$ cat src/rtl/cache_state_array.sv
// Per-line, per-way valid/dirty state store with a flash-invalidate sweep FSM.
// Dirty storage and write-back handshaking are present only when DIRTY_TRACK_EN is defined.
module cache_state_array #(
    parameter int  LINES         = 128,
    parameter int  WAYS          = 4,
    parameter int  SWEEP_PER_CYC = 4,
    localparam int IW            = $clog2(LINES),
    localparam int WW            = $clog2(WAYS)
) (
    input  logic            clk,
    input  logic            rst_n,
    input  logic [IW-1:0]   rd_index,
    output logic [WAYS-1:0] rd_valid,
    output logic [WAYS-1:0] rd_dirty,
    input  logic [IW-1:0]   wr_index,
    input  logic [WW-1:0]   wr_way,
    input  logic            wr_set,
    input  logic            wr_clear,
    input  logic            wr_dirty,
    input  logic            flush_req,
    output logic            flush_busy,
    output logic            flush_done,
    output logic            wb_req,
    output logic [IW-1:0]   wb_index,
    output logic [WW-1:0]   wb_way,
    input  logic            wb_ack
);
    localparam int GROUPS = LINES / SWEEP_PER_CYC;
    localparam int PW     = (GROUPS > 1) ? $clog2(GROUPS) : 1;
    localparam logic [PW-1:0] LAST_GRP = PW'(GROUPS - 1);

    typedef enum logic [1:0] {IDLE = 2'd0, SWEEP = 2'd1, WB = 2'd2, DONE = 2'd3} state_t;

    state_t          state_q, state_d;
    logic [PW-1:0]   ptr_q, ptr_d;
    logic [WAYS-1:0] valid_q [LINES];
    logic [WAYS-1:0] valid_d [LINES];
    logic            busy;
    logic            grp_dirty;
    logic            sweep_clr;
    logic [IW-1:0]   grp_base;

    assign busy      = (state_q == SWEEP) || (state_q == WB);
    assign grp_base  = IW'(ptr_q) * IW'(SWEEP_PER_CYC);
    assign sweep_clr = (state_q == SWEEP) && !grp_dirty;

`ifdef DIRTY_TRACK_EN
    logic [WAYS-1:0] dirty_q [LINES];
    logic [WAYS-1:0] dirty_d [LINES];
    logic [IW-1:0]   hit_line, wb_index_q, wb_index_d;
    logic [WW-1:0]   hit_way, wb_way_q, wb_way_d;
    logic            wb_fire;

    // Scan from the top down so the lowest (line, then way) dirty entry wins.
    always_comb begin
        grp_dirty = 1'b0;
        hit_line  = '0;
        hit_way   = '0;
        for (int k = SWEEP_PER_CYC - 1; k >= 0; k--) begin
            for (int w = WAYS - 1; w >= 0; w--) begin
                if (valid_q[grp_base + IW'(k)][w] && dirty_q[grp_base + IW'(k)][w]) begin
                    grp_dirty = 1'b1;
                    hit_line  = grp_base + IW'(k);
                    hit_way   = WW'(w);
                end
            end
        end
    end

    assign wb_fire = (state_q == WB) && wb_ack;
`else
    logic unused_wr_dirty;

    assign grp_dirty       = 1'b0;
    assign unused_wr_dirty = wr_dirty;
`endif

    always_ff @(posedge clk or negedge rst_n) begin
        if (!rst_n) begin
            state_q <= IDLE;
            ptr_q   <= '0;
`ifdef DIRTY_TRACK_EN
            wb_index_q <= '0;
            wb_way_q   <= '0;
`endif
        end else begin
            state_q <= state_d;
            ptr_q   <= ptr_d;
`ifdef DIRTY_TRACK_EN
            wb_index_q <= wb_index_d;
            wb_way_q   <= wb_way_d;
`endif
        end
    end

    always_comb begin
        state_d = state_q;
        ptr_d   = ptr_q;
`ifdef DIRTY_TRACK_EN
        wb_index_d = wb_index_q;
        wb_way_d   = wb_way_q;
`endif
        case (state_q)
            IDLE: begin
                if (flush_req) begin
                    state_d = SWEEP;
                    ptr_d   = '0;
                end
            end
            SWEEP: begin
                // A group holding dirty data is revisited after each write-back.
                if (grp_dirty) begin
                    state_d = WB;
`ifdef DIRTY_TRACK_EN
                    wb_index_d = hit_line;
                    wb_way_d   = hit_way;
`endif
                end else if (ptr_q == LAST_GRP) begin
                    state_d = DONE;
                    ptr_d   = '0;
                end else begin
                    ptr_d = ptr_q + PW'(1);
                end
            end
            WB: begin
                if (wb_ack) state_d = SWEEP;
            end
            default: state_d = IDLE;
        endcase
    end

    always_comb begin
        valid_d = valid_q;
`ifdef DIRTY_TRACK_EN
        dirty_d = dirty_q;
        if (wb_fire) dirty_d[wb_index_q][wb_way_q] = 1'b0;
`endif
        if (sweep_clr) begin
            for (int k = 0; k < SWEEP_PER_CYC; k++) begin
                valid_d[grp_base + IW'(k)] = '0;
`ifdef DIRTY_TRACK_EN
                dirty_d[grp_base + IW'(k)] = '0;
`endif
            end
        end
        if (!busy) begin
            if (wr_set) begin
                valid_d[wr_index][wr_way] = 1'b1;
`ifdef DIRTY_TRACK_EN
                if (wr_dirty) dirty_d[wr_index][wr_way] = 1'b1;
`endif
            end else if (wr_clear) begin
                valid_d[wr_index][wr_way] = 1'b0;
`ifdef DIRTY_TRACK_EN
                dirty_d[wr_index][wr_way] = 1'b0;
`endif
            end
        end
    end

    always_ff @(posedge clk or negedge rst_n) begin
        if (!rst_n) begin
            for (int i = 0; i < LINES; i++) begin
                valid_q[i] <= '0;
`ifdef DIRTY_TRACK_EN
                dirty_q[i] <= '0;
`endif
            end
        end else begin
            valid_q <= valid_d;
`ifdef DIRTY_TRACK_EN
            dirty_q <= dirty_d;
`endif
        end
    end

    always_comb begin
        flush_busy = busy;
        flush_done = (state_q == DONE);
        rd_valid   = valid_q[rd_index];
`ifdef DIRTY_TRACK_EN
        rd_dirty = dirty_q[rd_index];
        wb_req   = (state_q == WB);
        wb_index = wb_index_q;
        wb_way   = wb_way_q;
`else
        rd_dirty = '0;
        wb_req   = 1'b0;
        wb_index = '0;
        wb_way   = '0;
`endif
    end

endmodule

$ cat config.mk
export PLATFORM = sky130hd
export DESIGN_NAME = cache_state_array
export DESIGN_NICKNAME = d
export VERILOG_FILES = /design/src/rtl/cache_state_array.sv
export SDC_FILE = /design/constraint.sdc
export NUM_CORES = 1
export LEC_CHECK = 0
export CAP_MARGIN = 20
export CORE_UTILIZATION = 35
export DETAILED_ROUTE_END_ITERATION = 6
export GPL_TIMING_DRIVEN = 0
export PLACE_DENSITY = 0.6
export SLEW_MARGIN = 40
export SYNTH_ARGS = -nofsm -noshare
export SYNTH_HDL_FRONTEND = slang
export SYNTH_SLANG_ARGS = --single-unit
export TNS_END_PERCENT = 10
$ cat constraint.sdc
create_clock -name clk -period 6.16 [get_ports clk]
set_input_delay 0.616 -clock clk [delete_from_list [all_inputs] [get_ports clk]]
set_output_delay 0.616 -clock clk [all_outputs]
set_load 0.01 [all_outputs]
; ---- Yosys cells after proc, flatten, opt, wreduce, memory -nomap -nowiden
; Cells that the tools add are included.
[word_totals]
regBits = 519
latch_bits = 0
ram_bits = 0
mem_bits_ro = 0
input_bits = 23
out_inout_bits = 20
wordCells = 208
mem_count = 0
[op_classes]
addsub = 4
n_mul = 0
div_mod_pow = 0
magnitude_cmp = 13
eq_ne = 7
shift = 0
muxes = 26
bitwise = 17
reduce_logical = 11
[op_table]
columns = op, count
row1 = AND 512 bit, 5
row2 = inverter 512 bit, 5
row3 = 2-to-1 mux 512 bit, 4
row4 = bitwise OR 512 bit, 1
row5 = demux 4 bit (select 7 bit), 5
row6 = "greater-or-equal comparator 8 bit, second input constant", 6
row7 = inverter 7 -> 8 bit, 6
row8 = "< comparator 8 x 1 -> 1 bit, second input constant", 5
row9 = binary-select mux 4 bit (select 7 bit), 1
row10 = 2-to-1 mux 4 bit, 7
row11 = "adder 7 x 2 -> 7 bit, second input constant", 2
row12 = 2-to-1 mux 5 bit, 2
row13 = case mux 5 bit (2 select lines), 1
row14 = "adder 7 x 1 -> 7 bit, second input constant", 1
row15 = logical AND 1 bit, 6
row16 = 2-to-1 mux 2 bit, 3
row17 = case mux 2 bit (3 select lines), 1
row18 = "adder 5 x 1 -> 5 bit, second input constant", 1
row19 = "== test 5 bit, second input constant", 1
row20 = "== test 2 bit, second input constant", 2
row21 = "inequality test 2 bit, second input constant", 2
row22 = "< comparator 2 x 3 -> 1 bit, second input constant", 1
row23 = AND reduction 3 bit, 1
row24 = demux 1 bit (select 2 bit), 1
row25 = 8 further kinds, 8

; ---- Logic depth before layout (Yosys ltp)
; Gate-level depths: netlist (run 1).
[logic_depth]
depth_word = 15
depth_mapped = 8

; ---- Worst setup path after synthesis (run 1)
; OpenSTA, ideal clock, no wires.
[synth_timing]
path_kind = input to output
startpoint = input port rd_index[2]
endpoint = output port rd_valid[0]
arrival_ns = 2.823
setup_slack_ns = 2.721
stages = 6
n_path_buf = 2
cell_sequence = clkbuf_1 -> buf_1 -> mux4_2 -> mux4_2 -> mux4_2 -> mux2_2
[synth_via]
elab_chain_len = 4
[synth_lines]
columns = element, line
row1 = from (decl), 12  ; input logic [IW-1:0] rd_index,
row2 = inverter 7 -> 8 bit (not written as such), 180  ; rd_valid = valid_q[rd_index];
row3 = binary-select mux 4 bit (select 7 bit), 180
row4 = 2-to-1 mux 4 bit (not written as such) (2 in a row), 180
row5 = to (decl), 13  ; output logic [WAYS-1:0] rd_valid,
; Every way passes these cells. The select of a mux whose other input is x is not followed.

; ---- Worst setup path in the final report (run 1)
[layout_timing]
startpoint = input port rd_index[2]
endpoint = output port rd_valid[2]
; The elaborated chain is that of the path after synthesis.

==> results of run 1 <==
==> worst paths after layout <==
check | slack [ns] | end | cells past startpoint
worst max-delay path | 1.39 | rd_valid[2] | 7
worst min-delay path | 0.52 | valid_q[165] | 2
worst max register to register | 2.55 | valid_q[158] | 7
worst min register to register | 0.52 | valid_q[474] | 2
max in group asynchronous | 3.72 | valid_q[471] | 7
min in group clk | 0.52 | valid_q[474] | 2
==> per-layer routing <==
metal	GRT usage, %	vias to the layer above	share of wire [%]
met3	6.203	300	10
met2	37.97	1376	45
met4	14.23	10	5.7
met1	34.03	11340	39
met5	0	-	0.072
li1	-	8850	-
==> layout make-up <==
| cell class | instances | area [µm²] |
|---|---|---|
| tap | 959 | 1200 |
| clock buffer | 79 | 1642 |
| clock inverter | 21 | 386.6 |
| timing repair buffer | 29 | 429.2 |
| sequential | 519 | 12990 |
| buffer | 231 | 988.4 |
| multi-input combinational | 1470 | 12280 |
| inverter | 4 | 15.01 |
| fill | 6887 | 43530 |
==> sequential cells by signal, indices dropped and copies added (netlist names) <==
name,count
valid_q,512
ptr_q,5
state_q,2
==> layout by cell type (no fill, tap or decap), types with 4 or more instances in the layout <==
cell type        synthesis  layout
clkbuf_2                 0      31
clkbuf_8                 0       9
nor3_1                   8       7
ha_1                    11      11
inv_1                    4       4
nand3_1                  8       7
clkinv_2                 0       8
mux2_2                   6       6
a32o_1                 489     489
o21ai_0                  4       4
buf_1                   11       7
nand2_1                527     527
clkbuf_16                0      59
clkbuf_1               192     172
nand4b_1                 4       4
or4_1                    5       5
buf_4                   17      18
a21oi_1                 22      22
and2_1                   4       4
or4b_2                   4       4
buf_2                   11      16
mux4_2                 168     168
buf_16                   0       8
dfrtp_1                519     519
nor3b_1                  5       4
o41ai_1                  4       4
conb_1                   1      14
bufinv_16                0      11
nand4bb_1                6       6
nand2b_1                 7       7
nor2_1                 135     134
a22oi_1                 21      21
clkdlybuf4s50_1          0      16
nand3b_1                 5       5
==> synth_stat cells, types with 11 or more instances <==
library cell and count:
nand2_1 527, dfrtp_1 519, a32o_1 489, clkbuf_1 192
mux4_2 168, nor2_1 135, a21oi_1 22, a22oi_1 21
buf_4 17, buf_1 11, buf_2 11, ha_1 11
==> power groups by stage <==
stage	Combinational (mW)	Clock, mW	Sequential (mW)
finish	1.66	3.76	3.82
global route	1.73	3.92	3.84
floorplan	0.931	0	3.81
CTS	1.62	3.79	3.81
detailed placement	1.61	0	3.87
global placement	1.55	0	3.87
==> what timing repair did <==
action	4_1_cts	5_1_grt
endpoints found under the setup margin	0	0
hold endpoints to repair	54	0
hold buffers	1	0
==> per-stage QoR <==
step | hold WS (ns) | utilization, % | area, µm² | instances | worst slack (ns)
after floorplan | 0.3204 | - | 26190 | 2224 | 2.721
after global placement | 0.4721 | 37.53 | 27560 | 3200 | -18.45
after detailed placement | 0.4884 | 37.95 | 27880 | 3211 | 1.485
after CTS | 0.5020 | 40.73 | 29910 | 3312 | 1.478
after global routing | 0.5324 | 40.74 | 29930 | 3312 | 1.349
final | 0.5164 | 40.74 | 29930 | 3312 | 1.393
==> cells by family after synthesis <==
kind of cell    count (synthesis)
fa+ha+maj                      11
compound gates                540
other cells                     1
buf+inv                       235
simple gates                  731
flops                         519
mux                           174
==> qor.csv, run 1 <==
stage,metric,value,unit
setup_path,crit-reg2reg-launch,state_q[0],
sta,finalCritPeriodShare,77.38,%
setup_path,cp_common_cell,mux4_2,
logic_synthesis,synth-xor-area-share,0,%
clock_tree,cts_sinks,519,
logic_synthesis,netlist.area_leader.share,49.67,%
power,power.switching,2.741,mW
sta,fin_tns_setup,0,ns
clock_tree,cts_root_buffer,clkbuf_16,
power,power,9.237,mW
route,ant_nets,0,
route,drc,0,
setup_path,critPathTopFamily,multiplexers,
die,rows,99,
sta,rsz0062_at_grt,false,
sta,maxSlewViolCount,0,
global_routing,antenna_found_initial,6,
clock_tree,cts_tree,built,
run,cap_violations,0,
route,vias,21870,
setup_path,max_stage_delay,0.70,ns
sta,fmax,209.8,MHz
die,die_area,0.07580,mm²
global_routing,grt_pass1_wl,143600,µm
setup_path,endpoint_kind,output pin,
logic_synthesis,synth_ff_type,dfrtp_1,
final_layout,drive_gt1_share,14.92,%
power,ir_drop,215.4,µV
die,dieHeight,275.3,µm
setup_path,path_cells,"clkbuf_2, buf_1, mux4_2, mux4_2, mux4_2, mux2_2, clkdlybuf4s50_1",
clock_tree,ctsHtreeMaxLevel,2,
setup_path,arrival,4.15,ns
final_layout,antenna_cells,0,
power,pwr-share-comb,17.9,%
final_layout,areaGrowthSynthToFinish,14.46,%
setup_path,cp_num_buf_inv,3,
sta,hold_viol,0,
clock_tree,cts_buffers,57,
logic_synthesis,synth_cell_types,34,
sta,fin_skew,0.01811,ns
setup_path,cp_slowest_cell,buf_1,
die,die_w,275.3,µm
logic_synthesis,synth-seq-area-share,49.67,%
die,pin_count,43,
min_path,hold_path_class,primary input to asynchronous set/reset pin,
sta,min_period,4.767,ns
sta,setup_viol,0,
clock_tree,postCtsSetupBuffers,0,
power,powerDensity,308.7,mW/mm²
route,first_iter_violations,2949,
power,pwr-share-seq,41.3,%
route,wl_per_cell,28.87,µm
die,start_util,35.59,%
route,drtPass1Iterations,6,
place,hpwl,66200,µm
logic_synthesis,synth_warnings,0,
place,numPortBuffers,17,
logic_synthesis,async_flop_share,100.0,%
clock_tree,cts_max_path_buffers,3,
logic_synthesis,avgSynthCellArea,11.83,µm²
setup_path,crit_start,rd_index[2],
logic_synthesis,syn_area,0.02615,mm²
logic_synthesis,synth_edf_count,0,
logic_synthesis,syn-instance-count,2211,
die,core_area,0.07345,mm²
clock_tree,clock_latency,0.64,ns
logic_synthesis,synthSimpleGateAreaFrac,11.43,%
setup_path,required,5.54,ns
global_routing,grt.overflow.total,0,
status,outcome,"finished, final reports clean",
route,vias_per_cell,6.604,
clock_tree,path_clk_slew,0.06,ns
logic_synthesis,yosys.area_share.adder,0.5264,%
global_routing,grt_use_total,25.47,%
power,intPower,6.495,mW
power,leakagePower,11.58,nW
logic_synthesis,ys_ff_latch,519,
sta,slew-limit-headroom,38.66,%
setup_path,crit_type,primary input to output pin,
logic_synthesis,synthMuxAreaShare,14.73,%
final_layout,nNetsFinal,2346,
route,finalWirelength,95620,µm
place,gp_congestion,0.9253,
logic_synthesis,synth_top_family_by_area,compound AO/OA/AOI/OAI gates,
setup_path,worstPathMaxFanout,10,
sta,worst_pin_slew,0.9201,ns
setup_path,start_kind,primary input,
global_routing,grt_max_degree,76,
logic_synthesis,yosysTopAreaCell,dfrtp_1,
clock_tree,cts_resized,0,
global_routing,grt_pass1_vias,21740,
power,p_sw_share,29.68,%
logic_synthesis,synth.area.top_cells,"dfrtp_1 (50%), a32o_1 (19%), mux4_2 (14%)",
power,clockPowerShare,40.7,%
logic_synthesis,synth_compound_gate_area_share,19.96,%
Power figures use the tool's default switching activity.
==> run 2, diff against run 1 <==
==> constraint.sdc (replaced) <==
create_clock -name clk -period 4.71 [get_ports clk]
set_input_delay 0.471 -clock clk [delete_from_list [all_inputs] [get_ports clk]]
set_output_delay 0.471 -clock clk [all_outputs]
set_load 0.01 [all_outputs]
==> results of run 2 <==
The final DEF is identical to that of run 1. Status: finished, final reports clean.
Among the figures that moved: setup slack after placement 1.485 ns -> 0.3246 ns; setup slack after layout 1.393 ns -> 0.2332 ns; hold slack 0.5164 ns -> 0.3754 ns; register-to-register setup slack 2.55 ns -> 1.10 ns; total power 9.237 mW -> 12.08 mW; worst IR drop on VDD 215.4 µV -> 281.8 µV
==> run 3, diff against run 2 <==
--- a/config.mk
+++ b/config.mk
@@ -6,10 +6,11 @@
 export NUM_CORES = 1
 export LEC_CHECK = 0
 export CAP_MARGIN = 20
-export CORE_UTILIZATION = 35
+export CORE_UTILIZATION = 40
 export DETAILED_ROUTE_END_ITERATION = 6
 export GPL_TIMING_DRIVEN = 0
-export PLACE_DENSITY = 0.6
+export PLACE_DENSITY = 0.65
+export SKIP_LAST_GASP = 1
 export SLEW_MARGIN = 40
 export SYNTH_ARGS = -nofsm -noshare
 export SYNTH_HDL_FRONTEND = slang
==> qor.csv, run 3 (synthesis results as in run 1) <==
stage,metric,value,unit,change
sta,fin_tns_setup,0,ns,unchanged
final_layout,drive_gt1_share,14.72,%,-0.19 points
final_layout,stdcell_count,3208,,-3.1%
final_layout,utilization,45.80,%,+5.1 points
die,die_area,0.06639,mm²,-12%
final_layout,nNetsFinal,2345,,-0.043%
place,hpwl,64980,µm,-1.8%
global_routing,grt_max_degree,75,,-1.3%
route,drtPass1Iterations,6,,unchanged
sta,fin_skew,0.02769,ns,+0.009575 ns
sta,worst_pin_slew,0.9468,ns,+0.02667 ns
place,dp_slack,0.2826,ns,
place,gp_congestion,0.9708,,+4.9%
status,outcome,"finished, final reports clean",,
route,vias,22080,,+0.96%
sta,fmax,224.1,MHz,
clock_tree,cts_buffers,56,,-1.8%
route,finalWirelength,94120,µm,-1.6%
run,cap_violations,0,,unchanged
clock_tree,cts_root_buffer,clkbuf_16,,
route,first_iter_violations,3439,,+17%
final_layout,regMostFlops,valid_q,,
global_routing,grt_use_met2,42.73,%,+4.8 points
final_layout,final_common_cell,nand2_1,,
global_routing,grtUsageMet1,37.38,%,+3.4 points
setup_path,crit-reg2reg-launch,state_q[0],,
die,dieHeight,257.7,µm,-6.4%
power,leakagePower,11.46,nW,-1.1%
clock_tree,cts_resized,0,,unchanged
setup_path,crit_type,primary input to output pin,,
setup_path,rr_worst_depth,7,,unchanged
clock_tree,ctsHtreeMaxLevel,2,,unchanged
sta,hold_ws,0.3807,ns,
die,start_util,40.56,%,+5.0 points
die,pin_count,43,,unchanged
clock_tree,cts_tree,built,,
clock_tree,path_clk_slew,0.06,ns,about the same
sta,setup_viol,0,,unchanged
setup_path,required,4.24,ns,
setup_path,critPathTopFamily,multiplexers,,
route,drc,0,,unchanged
setup_path,r2r_slack,1.09,ns,
setup_path,max_stage_delay,0.73,ns,+0.03 ns
global_routing,grt_use_total,28.08,%,+2.6 points
clock_tree,cts_sinks,519,,unchanged
setup_path,cp.depth,7,,unchanged
global_routing,grt.busiest_layer,met2,,
final_layout,areaGrowthSynthToFinish,12.92,%,
final_layout,largest_reg_flops,512,,unchanged
setup_path,cp_slowest_cell,clkbuf_1,,
global_routing,grt.overflow.total,0,,unchanged
final_layout,biggestRegsByFlops,"valid_q: 512 flops, ptr_q: 5 flops, state_q: 2 flops",,
global_routing,antenna_found_initial,10,,+4
route,wl_per_cell,29.34,µm,+1.6%
setup_path,worstPathMaxFanout,10,,unchanged
sta,finalCritPeriodShare,94.73,%,
route,ant_nets,0,,unchanged
global_routing,grt_pass1_wl,140300,µm,-2.3%
die,core_area,0.06446,mm²,-12%
sta,maxSlewViolCount,0,,unchanged
clock_tree,cts_max_path_buffers,3,,unchanged
sta,min_period,4.462,ns,
place,dp_cells,3107,,-3.2%
final_layout,mostFrequentLayoutCells,"nand2_1 (527), dfrtp_1 (519), a32o_1 (489)",,
setup_path,cp_num_buf_inv,3,,unchanged
sta,setup_slack,0.2483,ns,
setup_path,path_cells,"clkbuf_2, clkbuf_1, mux4_2, mux4_2, mux4_2, mux2_2, clkdlybuf4s50_1",,
place,numPortBuffers,17,,unchanged
die,rows,93,,-6.1%
setup_path,start_kind,primary input,,
final_layout,fill_cells,5863,,-15%
global_routing,grt_pass1_vias,21670,,-0.34%
sta,rsz0062_at_grt,false,,
setup_path,r2r-end,valid_q[46],,
sta,slew-limit-headroom,36.88,%,-1.8 points
route,vias_per_cell,6.884,,+4.2%
power,ir_drop,319.9,µV,
clock_tree,clock_latency,0.65,ns,about the same
global_routing,grt.met3_usage,7.411,%,+1.2 points
min_path,hold_path_class,primary input to asynchronous set/reset pin,,
sta,hold_viol,0,,unchanged
setup_path,arrival,3.99,ns,
setup_path,cp_common_cell,mux4_2,,
die,die_w,257.7,µm,-6.4%
setup_path,endpoint_kind,output pin,,
power,powerDensity,390.3,mW/mm²,
run 3: where the power goes:
part	internal [mW]	total [mW]	switching [mW]
registers	4.78	4.99	0.210
logic	0.694	2.15	1.46
clock network	2.46	4.37	1.91
total	7.94	11.5	3.58
run 3: worst max path at each step:
stage	from	to	slack, ns
2_1_floorplan	rd_index[2]	rd_valid[0]	1.56
3_3_place_gp	rst_n	valid_q[465]	-19.47
3_5_place_dp	rd_index[2]	rd_valid[3]	0.28
4_1_cts	rd_index[2]	rd_valid[3]	0.29
5_1_grt	rd_index[2]	rd_valid[1]	0.25
6_report	rd_index[2]	rd_valid[1]	0.25
run 3: layer usage:
layer  up-vias  wire, µm
met3       318     10640
li1       8869         -
met4        12      5220
met5         -        78
met1     11390     36160
met2      1496     42020
run 3: through the flow:
stage          power, mW  instance area, µm²
3_5_place_dp       7.141               27720
6_report           11.52               29520
4_1_cts            11.47               29510
5_1_grt            11.83               29510
2_1_floorplan      6.202               26190
3_3_place_gp       7.065               27430
run 3: timing repair:
item | CTS | global route
buffers inserted | 0 | 0
hold buffers | 1 | 0
endpoints found under the setup margin | 0 | 0
hold endpoints to repair | 61 | 0
run 3: layout make-up:
type / instances / area (µm²) / area share [%]
diodes: 3 / 7.507 / 0.02543
plain buffers: 231 / 984.7 / 3.335
clock buffers: 80 / 1642 / 5.560
clock inverters: 17 / 140.1 / 0.4747
inverters: 4 / 15.01 / 0.05086
multi-input cells: 1470 / 12270 / 41.57
flip-flops and latches: 519 / 12990 / 43.99
well taps: 855 / 1070 / 3.624
repair buffers: 29 / 404.1 / 1.369
